--- config.mk ---
export PLATFORM = sky130hd
export DESIGN_NAME = mmio_uart_tx
export DESIGN_NICKNAME = d
export VERILOG_FILES = /design/src/rtl/mmio_uart_tx.sv
export SDC_FILE = /design/constraint.sdc
export NUM_CORES = 1
export LEC_CHECK = 0
export CORE_ASPECT_RATIO = 0.7
export CORE_MARGIN = 4
export CORE_UTILIZATION = 55
export CTS_BUF_LIST = sky130_fd_sc_hd__clkbuf_4
export CTS_CLUSTER_DIAMETER = 200
export CTS_CLUSTER_SIZE = 30
export DETAILED_ROUTE_END_ITERATION = 10
export PLACE_DENSITY_LB_ADDON = 0.1
export SYNTH_ARGS = -nofsm -noshare
export SYNTH_HDL_FRONTEND = slang
export SYNTH_SLANG_ARGS = --single-unit
--- constraint.sdc ---
create_clock -name clk -period 5.4 [get_ports clk]
set_clock_uncertainty 0.15 [all_clocks]
set_input_delay 1.35 -clock clk [delete_from_list [all_inputs] [get_ports clk]]
set_output_delay 1.35 -clock clk [all_outputs]
set_load 0.03 [all_outputs]
--- src/rtl/mmio_uart_tx.sv ---
`default_nettype none
// +--------------------------------------------------------------------------+
// | Module      : mmio_uart_tx                                               |
// | Description : Memory-mapped serial transmitter. CPU stores to TXDATA     |
// |               queue bytes in a TX FIFO; the FIFO is drained onto tx as   |
// |               8N1 frames (8E1 when UART_TX_PARITY_EN is defined), LSB    |
// |               first. Loads from STATUS report FIFO/line state.           |
// | Ports       : clk        - system clock, rising edge                      |
// |               reset      - asynchronous active-low reset                  |
// |               mem_addr   - CPU data address (full 32-bit decode)          |
// |               mem_write  - store strobe                                   |
// |               mem_read   - load strobe (no side effects)                  |
// |               write_data - store data                                     |
// |               read_data  - load data, combinational                       |
// |               tx         - serial line, registered, idles high            |
// |               tx_busy    - high while a frame is on the line              |
// | Config      : UART_TX_PARITY_EN - adds an even-parity bit (8E1 frames)    |
// | Revision    : 1.0 - initial release                                      |
// +--------------------------------------------------------------------------+
module mmio_uart_tx #(
  parameter int          CLKS_PER_BIT = 16,
  parameter int          FIFO_DEPTH   = 8,
  parameter logic [31:0] BASE_ADDR    = 32'h4000_0010
) (
  input  logic        clk,
  input  logic        reset,
  input  logic [31:0] mem_addr,
  input  logic        mem_write,
  input  logic        mem_read,
  input  logic [31:0] write_data,
  output logic [31:0] read_data,
  output logic        tx,
  output logic        tx_busy
);

  localparam int              c_PW          = $clog2(FIFO_DEPTH);
  localparam int              c_CW          = $clog2(CLKS_PER_BIT);
  localparam logic [31:0]     c_STATUS_ADDR = BASE_ADDR + 32'd4;
  localparam logic [c_CW-1:0] c_BIT_LAST    = c_CW'(CLKS_PER_BIT - 1);
  localparam logic [c_PW:0]   c_DEPTH       = (c_PW + 1)'(FIFO_DEPTH);

`ifdef UART_TX_PARITY_EN
  typedef enum logic [2:0] {
    ST_IDLE   = 3'd0,
    ST_START  = 3'd1,
    ST_DATA   = 3'd2,
    ST_PARITY = 3'd3,
    ST_STOP   = 3'd4
  } state_t;
`else
  typedef enum logic [2:0] {
    ST_IDLE   = 3'd0,
    ST_START  = 3'd1,
    ST_DATA   = 3'd2,
    ST_STOP   = 3'd4
  } state_t;
`endif

  // FIFO storage and bookkeeping
  logic [7:0]      r_mem [FIFO_DEPTH];
  logic [c_PW-1:0] r_wr_ptr;
  logic [c_PW-1:0] r_rd_ptr;
  logic [c_PW:0]   r_count;
  logic            r_overflow;

  // Transmit FSM
  state_t          r_state;
  logic [c_CW-1:0] r_bit_cnt;
  logic [2:0]      r_idx;
  logic [7:0]      r_shift;
`ifdef UART_TX_PARITY_EN
  logic            r_parity;
`endif

  logic w_empty;
  logic w_full;
  logic w_bit_end;
  logic w_pop;
  logic w_push_req;
  logic w_push;
  logic w_clr_ovf;
  logic w_unused;

  assign w_empty   = (r_count == '0);
  assign w_full    = (r_count == c_DEPTH);
  assign w_bit_end = (r_bit_cnt == c_BIT_LAST);

  // The FSM takes a byte either from idle or at the end of a stop bit, so
  // consecutive frames run back to back without an idle gap.
  assign w_pop = !w_empty &&
                 ((r_state == ST_IDLE) || ((r_state == ST_STOP) && w_bit_end));

  // Fullness is judged after a same-edge pop, so push+pop on a full FIFO fits.
  assign w_push_req = mem_write && (mem_addr == BASE_ADDR);
  assign w_push     = w_push_req && (!w_full || w_pop);
  assign w_clr_ovf  = mem_write && (mem_addr == c_STATUS_ADDR) && write_data[3];

  // Upper store-data bits carry no meaning for this peripheral.
  assign w_unused = &{1'b0, write_data[31:8]};

  always_comb begin
    read_data = '0;
    if (mem_read && (mem_addr == c_STATUS_ADDR)) begin
      read_data = {28'b0, r_overflow, tx_busy, w_empty, w_full};
    end
  end

  always_ff @(posedge clk) begin
    if (w_push) begin
      r_mem[r_wr_ptr] <= write_data[7:0];
    end
  end

  always_ff @(posedge clk or negedge reset) begin
    if (!reset) begin
      r_wr_ptr   <= '0;
      r_rd_ptr   <= '0;
      r_count    <= '0;
      r_overflow <= 1'b0;
    end else begin
      if (w_push) begin
        r_wr_ptr <= r_wr_ptr + 1'b1;
      end
      if (w_pop) begin
        r_rd_ptr <= r_rd_ptr + 1'b1;
      end
      case ({w_push, w_pop})
        2'b10:   r_count <= r_count + 1'b1;
        2'b01:   r_count <= r_count - 1'b1;
        default: r_count <= r_count;
      endcase
      if (w_push_req && !w_push) begin
        r_overflow <= 1'b1;
      end else if (w_clr_ovf) begin
        r_overflow <= 1'b0;
      end
    end
  end

  always_ff @(posedge clk or negedge reset) begin
    if (!reset) begin
      r_state   <= ST_IDLE;
      r_bit_cnt <= '0;
      r_idx     <= '0;
      r_shift   <= '0;
`ifdef UART_TX_PARITY_EN
      r_parity  <= 1'b0;
`endif
      tx        <= 1'b1;
      tx_busy   <= 1'b0;
    end else begin
      r_bit_cnt <= w_bit_end ? '0 : r_bit_cnt + 1'b1;
      case (r_state)
        ST_IDLE: begin
          r_bit_cnt <= '0;
          if (w_pop) begin
            r_shift  <= r_mem[r_rd_ptr];
`ifdef UART_TX_PARITY_EN
            r_parity <= ^r_mem[r_rd_ptr];
`endif
            tx       <= 1'b0;
            tx_busy  <= 1'b1;
            r_state  <= ST_START;
          end
        end
        ST_START: begin
          if (w_bit_end) begin
            tx      <= r_shift[0];
            r_shift <= r_shift >> 1;
            r_idx   <= '0;
            r_state <= ST_DATA;
          end
        end
        ST_DATA: begin
          if (w_bit_end) begin
            if (r_idx == 3'd7) begin
`ifdef UART_TX_PARITY_EN
              tx      <= r_parity;
              r_state <= ST_PARITY;
`else
              tx      <= 1'b1;
              r_state <= ST_STOP;
`endif
            end else begin
              tx      <= r_shift[0];
              r_shift <= r_shift >> 1;
              r_idx   <= r_idx + 1'b1;
            end
          end
        end
`ifdef UART_TX_PARITY_EN
        ST_PARITY: begin
          if (w_bit_end) begin
            tx      <= 1'b1;
            r_state <= ST_STOP;
          end
        end
`endif
        ST_STOP: begin
          if (w_bit_end) begin
            if (w_pop) begin
              r_shift  <= r_mem[r_rd_ptr];
`ifdef UART_TX_PARITY_EN
              r_parity <= ^r_mem[r_rd_ptr];
`endif
              tx       <= 1'b0;
              r_state  <= ST_START;
            end else begin
              tx_busy  <= 1'b0;
              r_state  <= ST_IDLE;
            end
          end
        end
        default: begin
          tx      <= 1'b1;
          tx_busy <= 1'b0;
          r_state <= ST_IDLE;
        end
      endcase
    end
  end

endmodule
`default_nettype wire

==> results.toml <==
[synthesis]
dominantRegCellSynth = "edfxtp_1"
ys_ff_latch = 95
syn_area_per_cell_um2 = 14.2
yosys_warnings = 0
synth_area_um2 = 4460
ys_async_sr_fraction = 0.326
synth_edf_count = 64
seq_area_frac_synth = 0.605
syn_inst = 313
synth_cell_types = 46

[routing]
wl_met3_um = 513
wl_met1_um = 3960
first_iter_violations = 151
totalWireLength_um = 8270
vias_per_cell = 5.40
drc_errors = 0
highest_layer = "met4"
wl_per_cell_um = 17.4
dr.pass1.iters = 4
ant_nets = 0
num_vias = 2564
wl_met2_um = 3740

[run_status]
outcome = "finished, final reports clean"

[sta]
finalCritPeriodShare = 0.904
fin_crit_ps = 4880
relSlewSlack = 0.275
max_freq_ghz = 0.205
tns_ps = 0
timing.final.hold_violations = 0
tightest_slew_ps = 1090
final_max_slew_viol_count = 0
rsz0062_at_grt = "no"
setup_viol_count_final = 0

[clock_network]
clock_latency_ps = 440
cts_buffer_depth = 2
postCtsSetupRepairBufs = 0
cts-root-buf = "clkbuf_4"
cts.clk_slew.worst_paths_ps = 130
cts_tree = "yes"
ctsHtreeMaxLevel = 3
numCtsBuffers = 9
holdBufCountCts = 0
clkSinkCount = 95
ctsResizeCount = 0

[die]
chipHeight_um = 83.3
core_um2 = 7870
die_area_um2 = 9640
start_util = 0.567
rows = 27
die_w_um = 116
ios = 102

[placement]
place_congestion = 0.786
place_inst = 459
hpwlAfterDp_um = 5840
place.port_buffers = 49

[pwr]
power_frac_seq = 0.629
p_leak_nw = 1.95
pwr_density_cell_nw_per_um2 = 253
internal_power_mw = 1.00
combPwrFrac = 0.086
p_clk_frac = 0.286
switching_share = 0.229
ir_drop_mv = 0.185
p_switching_mw = 0.297

[grt]
grt_max_degree = 32
grtUsageTotal = 0.182
grt_pass1_vias = 2440
grt_pass1_wl_um = 13200
antenna_found_initial = 0
gr-total-overflow = 0

[worst_hold_path]
min_path_type = "flip-flop to flip-flop"

[final_layout]
drive_above_1_share = 0.179
final_nets = 445
num-fill-cells = 605
final_util = 0.651
areaGrowthSynthToFinish_pct = 14.9
final_common_cell = "edfxtp_1"
instances_no_fill = 475
diodes = 0
mostFrequentLayoutCells = "edfxtp_1 (64), clkdlybuf4s50_1 (49), dfrtp_1 (30), conb_1 (28), nor2_1 (18)"

[worst_setup_path]
end_kind = "primary output"
startpoint_type = "input port"
cp.required_ps = 3900
crit_fanout = 4
worstSetupPathType = "input port to primary output"
arrival_ps = 3380

[run]
drv_cap = 0
## area by class of cell
class	count	area, µm²	area share
Clock buffer	10	75.1	0.0146
Multi-Input combinational cell	196	1570	0.307
Timing Repair Buffer	58	558	0.109
Sequential cell	95	2700	0.527
Clock inverter	6	60.1	0.0117
Tap cell	101	126	0.0247
Inverter	9	33.8	0.00659
## power by group through the flow
stage	Sequential, mW	Clock, mW	Combinational (mW)
after detailed placement	0.832	0	0.112
after global placement	0.830	0	0.108
after floorplan	0.831	0	0.0718
final	0.816	0.371	0.111
after CTS	0.816	0.380	0.112
after global routing	0.818	0.419	0.122
## logic make-up after synthesis
kind of cell	after synthesis	synth area share
compound gates	33	0.0435
xor+xnor	12	0.0236
fa+ha+maj	8	0.0224
buf+inv	49	0.0676
flops	95	0.605
mux	36	0.129
other cells	1	0.000841
simple gates	79	0.108
## stage by stage
step | setup slack (ps) | instance area (µm²) | total power, mW | hold slack, ps
final | 519 | 5120 | 1.30 | 327
after CTS | 499 | 5120 | 1.31 | 330
after global placement | 485 | 4990 | 0.938 | 304
after floorplan | 1080 | 4560 | 0.903 | 278
after global routing | 380 | 5120 | 1.36 | 355
after detailed placement | 499 | 4990 | 0.943 | 312
## critical path, cell delays in order
cell and delay, ps:
clkdlybuf4s50_1 400, nor4_1 320, nand4_1 240, nor3_1 250, and2_1 150, clkdlybuf4s50_1 670
## final timing paths
check | depth (start not counted) | endpoint | slack, ps | from
worst max register to register | 12 | r_count[2] | 2370 | r_bit_cnt[0]
worst max-delay path | 6 | read_data[2] | 520 | mem_addr[22]
worst min register to register | 1 | r_bit_cnt[0] | 330 | r_bit_cnt[0]
worst min-delay path | 1 | r_bit_cnt[0] | 330 | r_bit_cnt[0]
max in group asynchronous | 2 | tx | 3640 | reset
min in group asynchronous | 2 | r_state[0] | 1130 | reset
## sequential cells by signal (all words and copies together) (netlist names), 3 cells and up
register   flops
r_state        3
r_bit_cnt      4
r_idx          3
r_mem         64
r_rd_ptr       3
r_wr_ptr       3
r_shift        8
r_count        4
## per-layer routing
layer / vias to the layer above / track usage
met5: - / 0
met4: 0 / 0.0411
met3: 7 / 0.0546
met2: 69 / 0.253
met1: 1268 / 0.282
li1: 1220 / -
## synthesized netlist by cell type (all sizes together) (2+ instances only)
master	count	area share
nor3	14	0.020
clkbuf	6	0.0051
edfxtp	64	0.43
buf	34	0.055
ha	8	0.022
nor2	18	0.015
xor2	6	0.012
mux2	11	0.028
xnor2	6	0.012
nand3	2	0.0022
nor2b	2	0.0028
o22ai	2	0.0028
nor4b	4	0.015
mux4	16	0.081
a22oi	2	0.0034
nand4	2	0.0042
a21oi	16	0.018
o21ai	7	0.0079
and2	2	0.0028
and3	2	0.0028
nor4	9	0.015
nand2b	3	0.0042
mux2i	9	0.020
dfrtp	30	0.17
nand2	17	0.014
inv	9	0.0076
(Power assumes the default switching activity.)
